===== config.mk =====
export PLATFORM = sky130hd
export DESIGN_NAME = imem_boot_loader
export DESIGN_NICKNAME = d
export VERILOG_FILES = /design/src/rtl/imem_boot_loader.sv
export SDC_FILE = /design/constraint.sdc
export NUM_CORES = 1
export LEC_CHECK = 0
export ABC_CLOCK_PERIOD_IN_PS = 2500
export CAP_MARGIN = 20
export CORE_UTILIZATION = 43
export DETAILED_ROUTE_END_ITERATION = 12
export GPL_ROUTABILITY_DRIVEN = 1
export PLACE_DENSITY = 0.84
export SETUP_SLACK_MARGIN = 0.1
export SYNTH_ARGS = -nofsm -noshare
export SYNTH_HDL_FRONTEND = slang
export SYNTH_SLANG_ARGS = --single-unit

===== constraint.sdc =====
create_clock -name clk -period 2.5 [get_ports clk]
set_input_delay 0.375 -clock clk [delete_from_list [all_inputs] [get_ports clk]]
set_output_delay 0.375 -clock clk [all_outputs]
set_load 0.1 [all_outputs]

===== src/rtl/imem_boot_loader.sv =====
// Instruction-memory boot loader: owns the imem port, passes CPU fetch
// addresses through when idle and writes a big-endian word stream when loading.
// Ports:
//   clk, rst_n          clock, synchronous active-low reset
//   start               begin a load (sampled only while idle)
//   rx_data/valid/ready byte stream handshake, transfer on valid && ready
//   cpu_addr            CPU fetch byte address (passed through when idle)
//   cpu_stall, busy     high whenever a load is in progress
//   mem_addr/wdata/we   instruction memory port
//   done                one-cycle pulse on successful completion
//   err                 sticky oversize-header error, cleared by next start
//   loaded_words        word count of the last successful load
module imem_boot_loader #(
  parameter int unsigned          DEPTH     = 128,
  parameter int unsigned          ADDR_W    = 32,
  parameter logic [ADDR_W-1:0]    BASE_ADDR = '0
) (
  input  logic              clk,
  input  logic              rst_n,
  input  logic              start,
  input  logic [7:0]        rx_data,
  input  logic              rx_valid,
  output logic              rx_ready,
  input  logic [ADDR_W-1:0] cpu_addr,
  output logic              cpu_stall,
  output logic [ADDR_W-1:0] mem_addr,
  output logic [31:0]       mem_wdata,
  output logic              mem_we,
  output logic              busy,
  output logic              done,
  output logic              err,
  output logic [15:0]       loaded_words
);

  typedef enum logic [2:0] {
    S_IDLE,
    S_HDR0,
    S_HDR1,
    S_DATA,
    S_WRITE,
    S_DONE,
    S_ERR
  } state_e;

  localparam logic [16:0] DEPTH_L = 17'(DEPTH);

  state_e      state_q, state_d;
  logic [15:0] count_q, count_d;
  logic [31:0] word_q, word_d;
  logic [15:0] word_idx_q, word_idx_d;
  logic [1:0]  byte_idx_q, byte_idx_d;
  logic [15:0] loaded_q, loaded_d;
  logic        err_q, err_d;

  logic        xfer;
  logic [15:0] hdr;
  logic [ADDR_W-1:0] load_addr;

  assign xfer = rx_valid && rx_ready;
  assign hdr  = {count_q[15:8], rx_data};
  // Byte offset of the current word; wraps modulo 2^ADDR_W.
  assign load_addr = BASE_ADDR + ADDR_W'({word_idx_q, 2'b00});

  always_ff @(posedge clk) begin
    if (!rst_n) begin
      state_q    <= S_IDLE;
      count_q    <= '0;
      word_q     <= '0;
      word_idx_q <= '0;
      byte_idx_q <= '0;
      loaded_q   <= '0;
      err_q      <= 1'b0;
    end else begin
      state_q    <= state_d;
      count_q    <= count_d;
      word_q     <= word_d;
      word_idx_q <= word_idx_d;
      byte_idx_q <= byte_idx_d;
      loaded_q   <= loaded_d;
      err_q      <= err_d;
    end
  end

  always_comb begin
    state_d    = state_q;
    count_d    = count_q;
    word_d     = word_q;
    word_idx_d = word_idx_q;
    byte_idx_d = byte_idx_q;
    loaded_d   = loaded_q;
    err_d      = err_q;
    unique case (state_q)
      S_IDLE: begin
        if (start) begin
          state_d    = S_HDR0;
          err_d      = 1'b0;
          word_idx_d = '0;
          byte_idx_d = '0;
        end
      end
      S_HDR0: begin
        if (xfer) begin
          count_d[15:8] = rx_data;
          state_d       = S_HDR1;
        end
      end
      S_HDR1: begin
        if (xfer) begin
          count_d[7:0] = rx_data;
          if (hdr == 16'd0) begin
            state_d = S_DONE;
          end else if ({1'b0, hdr} > DEPTH_L) begin
            state_d = S_ERR;
            err_d   = 1'b1;
          end else begin
            state_d = S_DATA;
          end
        end
      end
      S_DATA: begin
        if (xfer) begin
          word_d     = {word_q[23:0], rx_data};
          byte_idx_d = byte_idx_q + 2'd1;
          if (byte_idx_q == 2'd3) begin
            state_d = S_WRITE;
          end
        end
      end
      S_WRITE: begin
        word_idx_d = word_idx_q + 16'd1;
        if (word_idx_q == count_q - 16'd1) begin
          state_d = S_DONE;
        end else begin
          state_d = S_DATA;
        end
      end
      S_DONE: begin
        loaded_d = count_q;
        state_d  = S_IDLE;
      end
      S_ERR: begin
        state_d = S_IDLE;
      end
      default: begin
        state_d = S_IDLE;
      end
    endcase
  end

  always_comb begin
    rx_ready  = 1'b0;
    mem_we    = 1'b0;
    done      = 1'b0;
    cpu_stall = 1'b1;
    mem_addr  = load_addr;
    unique case (state_q)
      S_IDLE: begin
        cpu_stall = 1'b0;
        mem_addr  = cpu_addr;
      end
      S_HDR0, S_HDR1, S_DATA: begin
        rx_ready = 1'b1;
      end
      S_WRITE: begin
        mem_we = 1'b1;
      end
      S_DONE: begin
        done = 1'b1;
      end
      default: begin
        rx_ready = 1'b0;
      end
    endcase
  end

  assign busy         = cpu_stall;
  assign mem_wdata    = word_q;
  assign err          = err_q;
  assign loaded_words = loaded_q;

endmodule


==> results.yml <==
outcome:
  status: "completed"
cells_and_area:
  mostFrequentLayoutCell: "nand2_1"
  multiInputGateArea_sq_um: 2620
  stdcell_count: 812
  antennaDiodeCount: 0
  drive_above_1_share_pct: 24.4
  mostFrequentLayoutCells: "nand2_1, dfxtp_1, buf_4"
  fin_nets: 724
  area_growth_pct: 43.0
  fillers: 845
  seq_area_sq_um: 1730
critical_path:
  crit_arrival_ns: 2.70
  critPathLaunchType: "flop"
  path_max_fanout: 3
  r2r_cells: 8
  r2r_end: "state_q[1]"
  cp.required_ns: 2.75
  r2r_start: "count_q[1]"
  r2r_setup_slack_ns: 0.05
  crit_type: "reg2reg"
  cp-end-kind: "flop"
sta:
  rsz0062_at_grt: "yes"
  finalCriticalPeriod_ns: 2.45
  fin_ws_ns: 0.0457
  hold_viol_final: 0
  worstMarginPinSlew_ns: 0.607
  whs_ns: 0.467
  fin_worst_skew_ns: 0.00578
  setup_viol: 0
  min_period_over_period_pct: 98.2
  setup_tns_ns: 0
  max_slew_margin_pct: 58.5
  finalMaxSlewViolations: 0
  max_freq_mhz: 407
cts:
  cts_root_buf: "clkbuf_8"
  clock_latency_ns: 0.35
  clockBufferDepth: 2
  clock_sinks: 86
  path_clk_slew_ns: 0.08
  cts.htree.levels: 3
  hold_buffers: 0
  cts_buffers: 9
  cts_tree: "done"
route:
  drt-met1-wl_mm: 5.24
  viasPerCell: 5.42
  drtAntennaViolNets: 0
  route.detailed.drc: 0
  routedWlPerCell_microns: 15.9
  num_vias: 4402
  top_layer_used: "met4"
  wl_mm: 12.9
  dr.first_iter.drc_count: 307
  drtPass1Iterations: 5
  wl_met3_mm: 1.04
  dr_wl_met2_mm: 6.28
hold_path:
  holdPathStages: 2
  hold_start: "loaded_words[9]"
  hp-class: "reg2reg"
  hold-path-endpoint: "loaded_words[9]"
global_route:
  grt_start_max_net_pins: 36
  antenna_found_initial: 0
  first_global_vias: 4260
  gr-usage-all-layers_pct: 23.6
  gr-total-overflow: 0
  grt_pass1_wl_mm: 20.8
floorplan:
  die_w_microns: 104
  die_h_microns: 104
  dieArea_sq_um: 10700
  start_util_pct: 44.9
  ios: 130
  core_area_sq_um: 9910
  num_rows: 36
synth:
  avgSynthCellArea_sq_um: 8.00
  synth-simple-area-share_pct: 27.6
  synth_cell_types: 50
  synth_xor_area_share_pct: 4.33
  synth_top_family_by_area: "simple AND/OR/NAND/NOR gates"
  async_reset_ff_share_pct: 0
  yosys_most_used_dff: "dfxtp_1"
  yosys_warnings: 0
  synth_edf_count: 0
  synthAdderAreaFrac_pct: 0.844
  synth_compound_area_share_pct: 18.9
  syn_nets: 603
  syn-cell-area_sq_um: 4450
  synth_mux_area_share_pct: 5.43
  yosysSeqAreaShare_pct: 38.7
  ys_ff_latch: 86
  syn_inst: 556
power:
  power.leakage_nw: 2.51
  powerDensity_nw_per_um2: 1060
  peakVddDrop_uv: 1030
place:
  gp_congestion: 0.904
  placedCellCount: 796
  io_buffers: 129
  post-dp-hpwl_mm: 9.49
  place_ws_ns: 0.0123
run:
  max-cap-violations: 0
==> routing by layer <==
metal,vias up,GRT usage [%]
met5,-,0
met4,0,9.59
met3,34,5.98
met2,217,41.0
met1,2034,27.7
li1,2117,-
==> layout make-up <==
type / count / area share, %
Timing Repair Buffer: 148 / 25.8
Sequential cell: 86 / 27.2
Multi-Input combinational cell: 423 / 41.2
Clock inverter: 4 / 0.807
Clock buffer: 9 / 1.95
Tap cell: 133 / 2.62
Inverter: 9 / 0.531
==> cell usage after synthesis (2+ instances only) <==
master | number | area [sq um]
and3_1 | 12 | 75.1
o211a_1 | 3 | 30.0
clkbuf_1 | 33 | 124
buf_2 | 2 | 10.0
o211ai_1 | 5 | 37.5
mux2i_1 | 5 | 50.1
nor3b_1 | 2 | 15.0
dfxtp_1 | 86 | 1720
xnor2_1 | 13 | 114
buf_1 | 2 | 7.51
nor2b_1 | 20 | 125
a31oi_1 | 4 | 25.0
a22oi_1 | 6 | 45.0
ha_1 | 3 | 37.5
nor4_1 | 3 | 18.8
or4_4 | 2 | 22.5
nand2b_1 | 3 | 18.8
nor2_1 | 24 | 90.1
or3_1 | 3 | 18.8
and2_1 | 22 | 138
nand3_1 | 10 | 50.1
o21a_1 | 2 | 15.0
mux2_2 | 17 | 191
o31ai_1 | 5 | 37.5
nand2_1 | 139 | 522
nor3_1 | 6 | 30.0
nand4_1 | 3 | 18.8
o221a_2 | 2 | 22.5
a21boi_0 | 58 | 435
a21oi_1 | 13 | 65.1
o21ai_0 | 14 | 70.1
xor2_1 | 9 | 78.8
inv_1 | 8 | 30.0
==> what timing repair did <==
item | 4_1_cts | 5_1_grt
resized for setup | 0 | 15
setup endpoints to repair | 2 | 3
pin swaps | 0 | 2
setup buffers | 1 | 2
==> worst max-delay path, cell delays in order (launching register included) <==
cell and delay (ns):
dfxtp_2 0.34, inv_2 0.08, ha_4 0.13, or4b_4 0.49, or4_4 0.49, o41ai_2 0.07, o22ai_1 0.14, a2111o_1 0.35
a41o_1 0.26
==> report_power, final <==
group          internal [mW]  total (mW)  switching, mW
Combinational           1.53        4.30           2.77
Clock                  0.445       0.933          0.488
Sequential              1.42        1.53          0.109
==> flip-flops by register name (all words and copies together) (netlist names) <==
signal	count
err	1
loaded_words	16
word_idx_q	16
state_q	3
byte_idx_q	2
mem_wdata	32
count_q	16
==> cells by family (layout without fill, tap and decap cells) <==
logic type | after synthesis | count (layout)
AND/OR/NAND/NOR | 257 | 257
buffers and inverters | 47 | 170
flip-flops | 86 | 86
AO/OA/AOI/OAI | 119 | 119
multiplexers | 22 | 22
XOR/XNOR | 22 | 22
adder cells (fa/ha/maj) | 3 | 3
==> per-stage QoR <==
step           utilization, %  total power [mW]  area (sq um)
3_5_place_dp             61.6              5.77          6100
6_report                 64.2              6.76          6360
4_1_cts                  63.4              6.72          6290
3_3_place_gp             61.6              5.71          6100
5_1_grt                  64.2              6.98          6360
2_1_floorplan               -              4.39          4470
==> worst max-delay path by stage <==
stage                    start          to  cells past startpoint
floorplan           count_q[0]  state_q[1]                      8
finish              count_q[1]  state_q[1]                      8
CTS                 count_q[1]  state_q[1]                      8
global route        count_q[0]  state_q[1]                      8
detailed placement  count_q[1]  state_q[1]                      9
global placement    count_q[0]  state_q[1]                      9
Note: power is estimated with default switching activity, not from simulation.
